## config.mk

```make
export PLATFORM = sky130hd
export DESIGN_NAME = accumulator_io_port
export DESIGN_NICKNAME = d
export VERILOG_FILES = /design/src/rtl/accumulator_io_pkg.sv /design/src/rtl/io_sync_fifo.sv /design/src/rtl/accumulator_io_port.sv
export SDC_FILE = /design/constraint.sdc
export NUM_CORES = 1
export LEC_CHECK = 0
export CAP_MARGIN = 10
export CORE_ASPECT_RATIO = 0.75
export CORE_MARGIN = 10
export CORE_UTILIZATION = 55
export CTS_CLUSTER_DIAMETER = 50
export CTS_CLUSTER_SIZE = 10
export DETAILED_ROUTE_END_ITERATION = 10
export PLACE_DENSITY = 0.77
export SYNTH_ARGS = -nofsm -noshare
export SYNTH_HDL_FRONTEND = slang
export SYNTH_SLANG_ARGS = --single-unit
```

## constraint.sdc

```tcl
create_clock -name CLK -period 3.8 [get_ports CLK]
set_input_delay 0.38 -clock CLK [delete_from_list [all_inputs] [get_ports CLK]]
set_output_delay 0.38 -clock CLK [all_outputs]
set_load 0.05 [all_outputs]
```

## src/rtl/accumulator_io_pkg.sv

```systemverilog
// Shared types and widths for the accumulator host I/O port.
package accumulator_io_pkg;

    typedef enum logic {
        ST_IDLE = 1'b0,
        ST_HOLD = 1'b1
    } pres_state_t;

    localparam int DEFAULT_WIDTH = 16;
    localparam int STAMP_W       = 16;

endpackage

```

## src/rtl/io_sync_fifo.sv

```systemverilog
// Synchronous FIFO with first-word-fall-through head; a push on a full FIFO only lands when a pop happens in the same cycle.
module io_sync_fifo #(
    parameter int WIDTH = 16,
    parameter int DEPTH = 4
) (
    input  logic                     clk,
    input  logic                     reset,
    input  logic                     i_push,
    input  logic [WIDTH-1:0]         i_push_dat,
    input  logic                     i_pop,
    output logic [WIDTH-1:0]         o_head,
    output logic [$clog2(DEPTH):0]   o_count
);

    localparam int AW = $clog2(DEPTH);
    localparam int CW = $clog2(DEPTH) + 1;

    logic [WIDTH-1:0] r_mem [DEPTH];
    logic [AW-1:0]    r_wr_ptr;
    logic [AW-1:0]    r_rd_ptr;
    logic [CW-1:0]    r_count;

    logic w_full;
    logic w_empty;
    logic w_do_push;
    logic w_do_pop;

    assign w_full    = (r_count == CW'(DEPTH));
    assign w_empty   = (r_count == '0);
    assign w_do_pop  = i_pop && !w_empty;
    assign w_do_push = i_push && (!w_full || w_do_pop);

    // Storage is cleared on reset so the head reads zero out of reset.
    always_ff @(posedge clk) begin
        if (reset) begin
            for (int i = 0; i < DEPTH; i++) begin
                r_mem[i] <= '0;
            end
            r_wr_ptr <= '0;
            r_rd_ptr <= '0;
            r_count  <= '0;
        end else begin
            if (w_do_push) begin
                r_mem[r_wr_ptr] <= i_push_dat;
                r_wr_ptr        <= r_wr_ptr + 1'b1;
            end
            if (w_do_pop) begin
                r_rd_ptr <= r_rd_ptr + 1'b1;
            end
            case ({w_do_push, w_do_pop})
                2'b10:   r_count <= r_count + 1'b1;
                2'b01:   r_count <= r_count - 1'b1;
                default: r_count <= r_count;
            endcase
        end
    end

    assign o_head  = r_mem[r_rd_ptr];
    assign o_count = r_count;

endmodule

```

## src/rtl/accumulator_io_port.sv

```systemverilog
// Host endpoint for the accumulator core: queued host words are held on IOIn for HOLD_CYCLES each,
// and every change on Output is captured for the host. IOPORT_TIMESTAMP_EN adds a per-capture cycle stamp.
module accumulator_io_port
    import accumulator_io_pkg::*;
#(
    parameter int WIDTH       = DEFAULT_WIDTH,
    parameter int DEPTH       = 4,
    parameter int HOLD_CYCLES = 6
) (
    input  logic               CLK,
    input  logic               reset,
    input  logic               tx_valid,
    output logic               tx_ready,
    input  logic [WIDTH-1:0]   tx_data,
    output logic [WIDTH-1:0]   IOIn,
    output logic               io_busy,
    input  logic [WIDTH-1:0]   Output,
    output logic               rx_valid,
    input  logic               rx_ready,
    output logic [WIDTH-1:0]   rx_data,
    output logic               rx_overflow
`ifdef IOPORT_TIMESTAMP_EN
    ,
    output logic [STAMP_W-1:0] rx_stamp
`endif
);

    localparam int CNT_W = $clog2(DEPTH) + 1;
    localparam int HC_W  = (HOLD_CYCLES > 1) ? $clog2(HOLD_CYCLES) : 1;
`ifdef IOPORT_TIMESTAMP_EN
    localparam int RX_W  = WIDTH + STAMP_W;
`else
    localparam int RX_W  = WIDTH;
`endif

    logic             w_tx_push;
    logic             w_tx_pop;
    logic             w_tx_empty;
    logic [WIDTH-1:0] w_tx_head;
    logic [CNT_W-1:0] w_tx_count;

    assign tx_ready   = (w_tx_count != CNT_W'(DEPTH));
    assign w_tx_push  = tx_valid && tx_ready;
    assign w_tx_empty = (w_tx_count == '0);

    io_sync_fifo #(
        .WIDTH (WIDTH),
        .DEPTH (DEPTH)
    ) u_tx_fifo (
        .clk        (CLK),
        .reset      (reset),
        .i_push     (w_tx_push),
        .i_push_dat (tx_data),
        .i_pop      (w_tx_pop),
        .o_head     (w_tx_head),
        .o_count    (w_tx_count)
    );

    pres_state_t      r_state;
    pres_state_t      w_state_nxt;
    logic [HC_W-1:0]  r_hc;
    logic [HC_W-1:0]  w_hc_nxt;
    logic [WIDTH-1:0] r_ioin;
    logic [WIDTH-1:0] w_ioin_nxt;
    logic             w_load;

    always_ff @(posedge CLK) begin
        if (reset) begin
            r_state <= ST_IDLE;
            r_hc    <= '0;
            r_ioin  <= '0;
        end else begin
            r_state <= w_state_nxt;
            r_hc    <= w_hc_nxt;
            r_ioin  <= w_ioin_nxt;
        end
    end

    // A new word may start once the previous one has used its full window.
    assign w_load = !w_tx_empty && ((r_state == ST_IDLE) || (r_hc == '0));

    always_comb begin
        w_state_nxt = r_state;
        w_hc_nxt    = r_hc;
        w_ioin_nxt  = r_ioin;
        w_tx_pop    = 1'b0;
        if (w_load) begin
            w_tx_pop    = 1'b1;
            w_ioin_nxt  = w_tx_head;
            w_hc_nxt    = HC_W'(HOLD_CYCLES - 1);
            w_state_nxt = ST_HOLD;
        end else if (r_state == ST_HOLD) begin
            if (r_hc != '0) begin
                w_hc_nxt = r_hc - 1'b1;
            end else begin
                w_state_nxt = ST_IDLE;
            end
        end
    end

    assign IOIn    = r_ioin;
    assign io_busy = (r_state == ST_HOLD) && (r_hc != '0);

    logic             r_primed;
    logic [WIDTH-1:0] r_prev;
    logic             r_overflow;
    logic             w_cap;
    logic             w_rx_pop;
    logic             w_rx_full;
    logic [RX_W-1:0]  w_rx_push_dat;
    logic [RX_W-1:0]  w_rx_head;
    logic [CNT_W-1:0] w_rx_count;

    assign w_cap     = r_primed && (Output != r_prev);
    assign rx_valid  = (w_rx_count != '0);
    assign w_rx_full = (w_rx_count == CNT_W'(DEPTH));
    assign w_rx_pop  = rx_ready && rx_valid;

    // The first cycle out of reset only learns the bus value, so a static bus is never reported.
    always_ff @(posedge CLK) begin
        if (reset) begin
            r_primed   <= 1'b0;
            r_prev     <= '0;
            r_overflow <= 1'b0;
        end else begin
            if (!r_primed) begin
                r_primed <= 1'b1;
                r_prev   <= Output;
            end else if (w_cap) begin
                r_prev <= Output;
            end
            if (w_cap && w_rx_full && !w_rx_pop) begin
                r_overflow <= 1'b1;
            end
        end
    end

    assign rx_overflow = r_overflow;

`ifdef IOPORT_TIMESTAMP_EN
    logic [STAMP_W-1:0] r_cycle;

    always_ff @(posedge CLK) begin
        if (reset) begin
            r_cycle <= '0;
        end else begin
            r_cycle <= r_cycle + 1'b1;
        end
    end

    assign w_rx_push_dat = {r_cycle, Output};
    assign rx_data       = w_rx_head[WIDTH-1:0];
    assign rx_stamp      = w_rx_head[RX_W-1:WIDTH];
`else
    assign w_rx_push_dat = Output;
    assign rx_data       = w_rx_head;
`endif

    io_sync_fifo #(
        .WIDTH (RX_W),
        .DEPTH (DEPTH)
    ) u_rx_fifo (
        .clk        (CLK),
        .reset      (reset),
        .i_push     (w_cap),
        .i_push_dat (w_rx_push_dat),
        .i_pop      (w_rx_pop),
        .o_head     (w_rx_head),
        .o_count    (w_rx_count)
    );

endmodule

```

==> impl_metrics.tcl <==
set metrics [dict create \
    drt_first_pass_iters 7 \
    syn_to_final_growth_pct 18.9 \
    final-seq-area_mm2 0.00492 \
    rsz0062_at_grt "false" \
    drc_errors 0 \
    dieArea_mm2 0.0190 \
    cp_slowest_cell "clkdlybuf4s50_1" \
    crit_buf_inv 2 \
    wl_per_cell_um 19.1 \
    clock_skew_ns 0.00959 \
    portBuffers 71 \
    post-route-period-util_pct 80.8 \
    core_area_mm2 0.0136 \
    tightestPinTransition_ns 1.03 \
    cp-start-kind "register" \
    antenna_cells 0 \
    finalWirelength_um 16000 \
    layout_common_cells "128 x edfxtp_1, 83 x and2_1, 70 x clkdlybuf4s50_1" \
    outcome "finished, final reports clean" \
    synth_area_per_cell_um2 13.2 \
    hp-class "in2reg" \
    nFillCells 954 \
    multiInputGateArea_mm2 0.00243 \
    drt-initial-drc-count 483 \
    viasPerCell 5.49 \
    rows 37 \
    syn-cell-area_mm2 0.00760 \
    yosysTopAreaCell "edfxtp_1" \
    hold_path_depth 2 \
    critPathCaptureType "output port" \
    vdd_drop_max_mv 0.340 \
    use_met1_pct 23.9 \
    synth_cell_types 36 \
    num_io_pins 72 \
    drive_gt1_share_pct 12.0 \
    track_usage_pct 17.7 \
    worstSetupPathType "reg2out" \
    grt_pass1_vias 4675 \
    start_util_pct 55.8 \
    setup_violations 0 \
    gr-usage-met2_pct 27.9 \
    cts_tree "yes" \
    clkLatencyLatePin_ns 0.43 \
    maxSlewViolCount 0 \
    worstPathMaxFanout 10 \
    syn-num-nets 616 \
    htree_levels 4 \
    cts_buffers 17 \
    cts_root_buf "clkbuf_16" \
    synthTopCellsByArea "edfxtp_1 51%, dfxtp_1 14%, mux4_2 9.5%" \
    finish.utilization_pct 66.3 \
    synth.top_cell.area_share_pct 50.6 \
    hold_ws_ns 0.301 \
    relSlewSlack_pct 31.6 \
    tns_ns 0 \
    ant_nets 0 \
    gr-usage-met3_pct 4.82 \
    top_usage_layer "met2" \
    syn_inst 575 \
    cap_violations 0 \
    period_needed_ns 3.07 \
    hold_viol 0 \
    grt_max_degree 59 \
    crit_arrival_ns 2.69 \
    ys_seq_area_share_pct 64.8 \
    grt_antenna_before_repair 0 \
    cts_buffer_depth 2 \
    required_ns 3.42 \
    cpPeakStageDelay_ns 0.73 \
    r2r_cells 13 \
    hpwlAfterDp_um 10400 \
    critical_path_cell_count 3 \
    place.gp.congestion 0.763 \
    yosys_warnings 0 \
    ys_ff_latch 182 \
    power_density_mw_per_mm2 680 \
    postCtsHoldBufs 0 \
    p_leak_uw 0.00338 \
    final_common_cell "edfxtp_1" \
    cts_sinks 182 \
    die_x_um 156 \
    num_vias 4591 \
    die_y_um 122 \
    worstPathCellList "buf_4 -> mux4_2 -> clkdlybuf4s50_1" \
    postCtsSetupBuffers 0 \
    cts-resized-gates 0 \
    crit_family "buffers and inverters" \
    fin_nets 689 \
    grt-ovfl-total 0 \
    grt_pass1_wl_um 25700 \
    fmax_ghz 0.326 \
    clkTransAtPathRegs_ns 0.06 \
]
[final cells by class]
class                   instances  area share, %
clock buffers                  20           4.84
clock inverters                12           1.15
inverters                      33           1.37
multi-input cells             332           27.0
flip-flops and latches        182           54.5
well taps                     175           2.42
repair buffers                 82           8.73
[Yosys cell counts (all sizes together)]
library cell and count:
nand3 4, mux2 1, a31o 1, nand2b 1, nor2b 17, nand2 55
nor2 56, a211oi 1, a22oi 1, and3 5, and2 83, nand4 4
buf 8, xor2 5, inv 33, dfxtp 54, nor4 1, mux4 32
o21ai 8, or4b 1, clkbuf 20, nor3 1, a21oi 20, or3 2
mux2i 1, xnor2 22, or2 3, fa 2, ha 3, edfxtp 128
o31ai 1, o41a 1
[worst reg2reg max path, cell delays in order, from the launching register on]
cell,delay (ns)
dfxtp_1,0.29
inv_1,0.11
ha_1,0.18
inv_1,0.04
o21ai_0,0.43
inv_1,0.11
or2_2,0.48
inv_2,0.11
ha_1,0.18
inv_1,0.06
fa_1,0.37
xor2_1,0.16
or3_1,0.32
a21oi_1,0.14
[per-layer routing]
layer | vias up | share of wire [%]
met3 | 20 | 7.1
met5 | - | 0
met2 | 159 | 49
met4 | 0 | 0.97
met1 | 2274 | 43
li1 | 2138 | -
[metrics by stage]
stage | cells | cell area (um^2) | total power (uW) | setup slack (ns)
final | 836 | 9030 | 6140 | 0.729
after global routing | 836 | 9030 | 6420 | 0.446
after CTS | 836 | 9030 | 6170 | 0.687
after detailed placement | 804 | 8490 | 4550 | 0.679
after global placement | 804 | 8490 | 4490 | 0.735
after floorplan | 575 | 7600 | 3940 | 0.527
[final timing paths]
| kind | from | end | slack (ns) |
|---|---|---|---|
| worst max register to register | r_hc[0]$_SDFFE_PP0P_ | u_tx_fifo.o_count[2]$_SDFFE_PP0P_ | 0.74 |
| worst min register to register | IOIn[5]$_SDFFE_PP0P_ | IOIn[5]$_SDFFE_PP0P_ | 0.45 |
| worst min-delay path | reset | r_primed$_DFF_P_ | 0.30 |
| worst max-delay path | register | rx_data[5] | 0.73 |
[logic make-up (layout without fill, tap and decap cells)]
kind of cell | Yosys count | in the layout | synth area share [%]
buffers and inverters | 61 | 147 | 3.36
DFF | 182 | 182 | 64.8
muxes | 34 | 34 | 9.77
xor gates and xnor gates | 27 | 27 | 3.11
adders and majority gates | 5 | 5 | 1.02
AOI/OAI and AO/OA | 33 | 33 | 2.41
and+or+nand+nor | 233 | 233 | 15.5
[state kept, by name, summed over array words and instances, names as in the netlist, named ones only]
signal,cells
rx_overflow,1
r_prev,16
u_rx_fifo.r_rd_ptr,2
u_rx_fifo.o_count,3
u_tx_fifo.r_mem,64
u_rx_fifo.r_mem,64
r_state,1
IOIn,16
r_primed,1
u_tx_fifo.o_count,3
u_tx_fifo.r_rd_ptr,2
u_rx_fifo.r_wr_ptr,2
u_tx_fifo.r_wr_ptr,2
r_hc,3
[where the power goes]
part,switching (uW),internal [uW],leakage [uW]
combinational,1170,737,0.00133
clock,744,902,0.000266
sequential,169,2420,0.00178
Note: power is estimated with default switching activity, not from simulation.
